`config.mk`:
```
export PLATFORM = sky130hd
export DESIGN_NAME = uart_rx_8n1
export DESIGN_NICKNAME = d
export VERILOG_FILES = /design/src/rtl/uart_rx_8n1.sv
export SDC_FILE = /design/constraint.sdc
export NUM_CORES = 1
export LEC_CHECK = 0
export BUFFER_PORTS_ARGS = -buffer_cell sky130_fd_sc_hd__clkbuf_2
export CAP_MARGIN = 20
export CORE_ASPECT_RATIO = 0.8
export CORE_MARGIN = 8
export CORE_UTILIZATION = 55
export DETAILED_ROUTE_END_ITERATION = 7
export GPL_TIMING_DRIVEN = 0
export PLACE_DENSITY = 0.83
export SYNTH_ARGS = -nofsm -noshare
export SYNTH_HDL_FRONTEND = slang
export SYNTH_SLANG_ARGS = --single-unit
export TNS_END_PERCENT = 10
```
`constraint.sdc`:
```
create_clock -name clk -period 2.51 [get_ports clk]
set_input_delay 0 -clock clk [delete_from_list [all_inputs] [get_ports clk]]
set_output_delay 0 -clock clk [all_outputs]
set_load 0.01 [all_outputs]
```
`src/rtl/uart_rx_8n1.sv`:
```
// 8N1 UART receiver: 16x oversampling, mid-bit sampling, false-start rejection, framing check.
// Optional even-parity bit enabled by defining UART_RX_PARITY_EN.
module uart_rx_8n1 #(
  parameter int CLK_FREQ   = 50_000_000,
  parameter int BAUD       = 115_200,
  parameter int OVERSAMPLE = 16
) (
  input  logic       clk,
  input  logic       reset_n,
  input  logic       rx_serial,
  output logic [7:0] rx_data,
  output logic       rx_done,
  output logic       rx_busy,
  output logic       framing_err,
  output logic       parity_err
);

  localparam int TICK_DIV = CLK_FREQ / (BAUD * OVERSAMPLE);
  localparam int DIV_W    = (TICK_DIV > 1) ? $clog2(TICK_DIV) : 1;
  localparam int OS_W     = $clog2(OVERSAMPLE);

  localparam logic [DIV_W-1:0] DIV_LAST = DIV_W'(TICK_DIV - 1);
  localparam logic [OS_W-1:0]  OS_MID   = OS_W'(OVERSAMPLE / 2 - 1);
  localparam logic [OS_W-1:0]  OS_LAST  = OS_W'(OVERSAMPLE - 1);

  typedef enum logic [2:0] {
    IDLE,
    START,
    DATA,
    PARITY,
    STOP,
    WAIT_HIGH
  } state_t;

  state_t           state;
  logic [1:0]       sync_q;
  logic             rx_s;
  logic             rx_prev;
  logic [DIV_W-1:0] div_cnt;
  logic [OS_W-1:0]  os_cnt;
  logic [2:0]       bit_cnt;
  logic [7:0]       shift;
  logic             tick;
  logic             mid_bit;

  assign rx_s    = sync_q[1];
  assign tick    = (state != IDLE) && (div_cnt == DIV_LAST);
  assign mid_bit = tick && (os_cnt == OS_LAST);

  // Two-flop synchroniser; resets to the idle-high line level.
  always_ff @(posedge clk or negedge reset_n) begin
    if (!reset_n) begin
      sync_q  <= 2'b11;
      rx_prev <= 1'b1;
    end else begin
      // NOTE: non-blocking assignments make every flop sample pre-edge values, so the shift chain cannot collapse into one flop.
      sync_q  <= {sync_q[0], rx_serial};
      rx_prev <= rx_s;
    end
  end

`ifdef UART_RX_PARITY_EN
  logic par_bad;
`endif

  always_ff @(posedge clk or negedge reset_n) begin
    if (!reset_n) begin
      state       <= IDLE;
      div_cnt     <= '0;
      os_cnt      <= '0;
      bit_cnt     <= '0;
      shift       <= '0;
      rx_data     <= '0;
      rx_done     <= 1'b0;
      rx_busy     <= 1'b0;
      framing_err <= 1'b0;
`ifdef UART_RX_PARITY_EN
      par_bad     <= 1'b0;
      parity_err  <= 1'b0;
`endif
    end else begin
      // NOTE: pulse outputs default low each cycle; a branch below raises them for exactly one clk.
      rx_done     <= 1'b0;
      framing_err <= 1'b0;
`ifdef UART_RX_PARITY_EN
      parity_err  <= 1'b0;
`endif

      if (state == IDLE || tick) div_cnt <= '0;
      else                       div_cnt <= div_cnt + DIV_W'(1);

      if (tick) os_cnt <= (os_cnt == OS_LAST) ? '0 : os_cnt + OS_W'(1);

      case (state)
        IDLE: begin
          rx_busy <= 1'b0;
          if (rx_prev && !rx_s) begin
            state   <= START;
            rx_busy <= 1'b1;
            os_cnt  <= '0;
            bit_cnt <= '0;
          end
        end

        START: begin
          if (tick && os_cnt == OS_MID) begin
            if (rx_s) begin
              state   <= IDLE;
              rx_busy <= 1'b0;
            end else begin
              state  <= DATA;
              os_cnt <= '0;
            end
          end
        end

        DATA: begin
          if (mid_bit) begin
            shift   <= {rx_s, shift[7:1]};
            bit_cnt <= bit_cnt + 3'd1;
            if (bit_cnt == 3'd7) begin
`ifdef UART_RX_PARITY_EN
              state <= PARITY;
`else
              state <= STOP;
`endif
            end
          end
        end

`ifdef UART_RX_PARITY_EN
        PARITY: begin
          if (mid_bit) begin
            par_bad <= rx_s ^ (^shift);
            state   <= STOP;
          end
        end
`endif

        STOP: begin
          if (mid_bit) begin
`ifdef UART_RX_PARITY_EN
            parity_err <= par_bad;
            par_bad    <= 1'b0;
`endif
            if (rx_s) begin
`ifdef UART_RX_PARITY_EN
              if (!par_bad) begin
                rx_data <= shift;
                rx_done <= 1'b1;
              end
`else
              rx_data <= shift;
              rx_done <= 1'b1;
`endif
              state   <= IDLE;
              rx_busy <= 1'b0;
            end else begin
              framing_err <= 1'b1;
              state       <= WAIT_HIGH;
            end
          end
        end

        // Break or stuck-low line: hold off until it returns high so one break gives one error.
        WAIT_HIGH: begin
          if (rx_s) begin
            state   <= IDLE;
            rx_busy <= 1'b0;
          end
        end

        default: begin
          state   <= IDLE;
          rx_busy <= 1'b0;
        end
      endcase
    end
  end

`ifndef UART_RX_PARITY_EN
  assign parity_err = 1'b0;
`endif

endmodule

```
==> metrics.md <==
| Metric | Value |
|---|---|
| Congestion Overflow GR | 0 |
| Routed wl met3 | between 100 and 150 um |
| Internal | around 0.0010 W |
| Maximum clock rate | just over 500 MHz |
| Setup TNS | 0 ps |
| R2r setup slk | between 500 and 600 ps |
| Seq/Total Area, Yosys | between 50 and 60% |
| Synth Register Bits | 37 |
| Placed Instance Area | 0.00185 sq mm |
| Simple-Gate Fraction of Synth Area | approximately 14% |
| # DRC | 0 |
| Gpl congestion | 0.789 |
| Post-Syn Nets | 154 |
| Core area | between 0.003 and 0.004 sq mm |
| CTS Buf Count | 5 |
| Core Rows | 18 |
| R2r endpoint | rx_data[5]$_DFFE_PN0P_ |
| Worst VDD drop | around 420 uV |
| Setup Viol. Count Final | 0 |
| Netlist cell types | 41 |
| Area of the mapped netlist | ~0.0017 sq mm |
| Synth area leader | dfrtp_1 |
| Reg-to-reg critical path startpoint | div_cnt[0]$_DFF_PN0_ |
| Drt total wl | 3130 um |
| Post-synth top cells | 34 x dfrtp_1, 16 x mux2_2, 11 x nor2_1 |
| Critical Path Fanout Max | 10 |
| Switching Fraction | between 20 and 30% |
| Routed Antenna Nets | 0 |
| Via density | ~5.7 |
| Layout cells sized above 1 | a little under a third |
| Flip-flop and latch area | around 930 sq um |
| Crit path DAT | 2160 ps |
| Post-Synth XOR/XNOR Area | 2.02% |
| Total leakage power | 0.976 nW |
| Starting Density | between 50% and 60% |
| P&R area growth vs syn | 13.6% |
| Antenna diode count | 0 |
| Die width | slightly below 80 um |
| Pwr Density | between 700 and 800 mW/mm^2 |
| CTS tree | done |
| Hold depth | 2 |
| Setup Crit Path Kind | reg2reg |
| Die area | roughly 0.0052 sq mm |
| FILL cells | around 250 |
| Minimum clock period | between 1500 and 2000 ps |
| Met2 wire length | between 1500 and 2000 um |
| Hold_sp | rx_serial |
| Total track usage | 13.9% |
| Startpoint Class | flip-flop |
| First-pass GRT wire length | approximately 5600 um |
| Post-synth EDFFs | 0 |
| Sink Count | 37 |
| Post-synthesis adder-cell area fraction | around 3.6% |
| Endpoint type of the worst setup path | flip-flop |
| Multiplexer area fraction after synthesis | 13.1% |
| Class of the worst hold path | in2reg |
| Synth top area share | ~49% |
| Worst-margin pin slew | around 860 ps |
| Setup repair after global routing missed its margin | no |
| H-tree levels | 2 |
| Clock Skew | roughly 1.7 ps |
| Post_cts resized | 0 |
| Number of max-cap violations | 0 |
| Compound-Gate Fraction of Synth Area | under 10% |
| Multi-input combinational cell area | around 730 sq um |
| Main flop type after synthesis | dfrtp_1 |
| Final period utilization | between 70% and 80% |
| Final hold vios | 0 |
| Initial antenna violation count | 0 |
| Die Height | between 60 and 70 um |
| Syn avg cell area | 11.9 sq um |
| Largest cells by area after synthesis | dfrtp_1 49%, mux2_2 10%, dfstp_2 4.5% |
| Post-synth ARST share | 100% |
| Status | finished, final reports clean |
| Clock tree buffer depth | 2 |
| Psw | slightly above 0.0004 W |
| CTS clock-pin slew for the worst setup and hold paths | 70 ps |
| Clock root buffer | clkbuf_8 |
| Iter 0 DRT Violations | 52 |
| I/O Pins | 15 |
| Clk network pwr share | a little under a third |
| Nets | 176 |
| Max Slew Vio Count | 0 |
| Port bufs | 13 |
| Count leader, synth | dfrtp_1 |
| Final instance area | approximately 0.0020 sq mm |
| Reg2reg path depth | 8 |
| Worst slew margin | between 40 and 50% |
| Comb pwr share | 20.6% |
| Sequential group share of total power | about half |
| Routed length per instance | between 10 and 15 um |
| DR pass1 iterations | 4 |
| Required @ worst endpoint | between 2000 and 3000 ps |
| Hold Path Sink | sync_q[0]$_DFF_PN1_ |
| Vias in the first global route | about 1300 |
| Via count | 1199 |
| DRT met1 WL | roughly 1300 um |
| Top routing layer in use | met4 |
| Main combinational cell family by area after synthesis | simple AND/OR/NAND/NOR gates |
| Clk_lat worst skew | roughly 290 ps |
| DP Wirelength | 2310 um |
| Syn Inst Count | between 100 and 150 |
| Ys Warns | 0 |
| Largest net degree at the start of global routing | 38 |
-- worst max-delay path by stage --
stage | start | end | slack, ps
floorplan | div_cnt[0]$_DFF_PN0_ | rx_data[1]$_DFFE_PN0P_ | 710
global placement | div_cnt[0]$_DFF_PN0_ | rx_data[3]$_DFFE_PN0P_ | 600
detailed placement | div_cnt[0]$_DFF_PN0_ | rx_data[5]$_DFFE_PN0P_ | 540
CTS | div_cnt[0]$_DFF_PN0_ | rx_data[5]$_DFFE_PN0P_ | 520
global route | div_cnt[0]$_DFF_PN0_ | rx_data[0]$_DFFE_PN0P_ | 450
finish | div_cnt[0]$_DFF_PN0_ | rx_data[5]$_DFFE_PN0P_ | 530
-- metal layers --
| metal | up-vias | GRT usage (%) |
|---|---|---|
| met4 | 0 | 6.68 |
| met5 | - | 0 |
| met1 | 611 | 14.8 |
| met2 | 23 | 23.7 |
| met3 | 7 | 5.43 |
| li1 | 558 | - |
-- kinds of logic (layout without fill, tap and decap cells) --
group,count (synthesis),count (layout)
flip-flops,37,37
buffers and inverters,13,36
other,1,1
XOR/XNOR,4,4
multiplexers,20,20
adder cells (fa/ha/maj),5,5
AO/OA/AOI/OAI,22,22
AND/OR/NAND/NOR,44,44
-- layout make-up --
class,instances,share of cell area [%]
Clock buffer,7,4.89
Inverter,4,0.762
Sequential cell,37,47.2
Tap cell,40,2.54
Multi-Input combinational cell,96,36.8
Timing Repair Buffer,15,4.32
Clock inverter,1,0.254
Buffer,9,3.18
-- sequential cells by signal, indices dropped and copies added, names as in the netlist --
register / cells
rx_busy: 1
div_cnt: 5
sync_q: 2
os_cnt: 4
shift: 8
rx_data: 8
rx_done: 1
bit_cnt: 3
framing_err: 1
rx_prev: 1
state: 3
-- metrics by stage --
stage / worst slack (ps) / hold slack [ps] / util [%] / cells / power, W
global route: 447 / 332 / 64.8 / 209 / 0.00151
finish: 528 / 337 / 64.8 / 209 / 0.00143
CTS: 519 / 337 / 64.8 / 209 / 0.00144
floorplan: 712 / -296 / - / 146 / 0.000917
global placement: 598 / 87.6 / 60.8 / 199 / 0.000971
detailed placement: 543 / 92.1 / 60.8 / 199 / 0.000993
-- cells in the final DEF (no fill, tap or decap), types with 2 or more instances in the layout --
master         instances
mux2_2                16
ha_1                   5
a2111oi_0              2
nand2b_1               4
o21ai_0                7
inv_1                  4
xor2_1                 3
clkbuf_8               7
dfstp_2                3
buf_4                  3
nor4_1                 2
nor3b_1                2
or3_1                  2
buf_2                  2
nor2_1                11
dfrtp_1               34
buf_6                  2
mux2i_1                2
a21oi_1                6
clkbuf_1               2
clkbuf_2              13
dlygate4sd3_1          2
nand2_1                4
nand3_1                9
and2_1                 2
-- critical path, stage by stage (launching register included) --
cell	delay (ps)
dfrtp_1	420
inv_1	70
ha_1	140
and4b_1	190
buf_4	170
nand4_1	120
nor3b_1	200
buf_4	210
mux2_2	350
-- power by group through the flow --
stage	registers (W)	logic (W)	clock network [W]
4_1_cts	0.000690	0.000297	0.000455
3_3_place_gp	0.000696	0.000275	0
3_5_place_dp	0.000701	0.000292	0
6_report	0.000691	0.000295	0.000446
2_1_floorplan	0.000694	0.000222	0
5_1_grt	0.000695	0.000329	0.000482
-- what timing repair did --
item / CTS / global route
hold buffers: 2 / 0
endpoints found under the hold margin: 35 / 0
setup buffers: 0 / 0
Power figures use the tool's default switching activity.
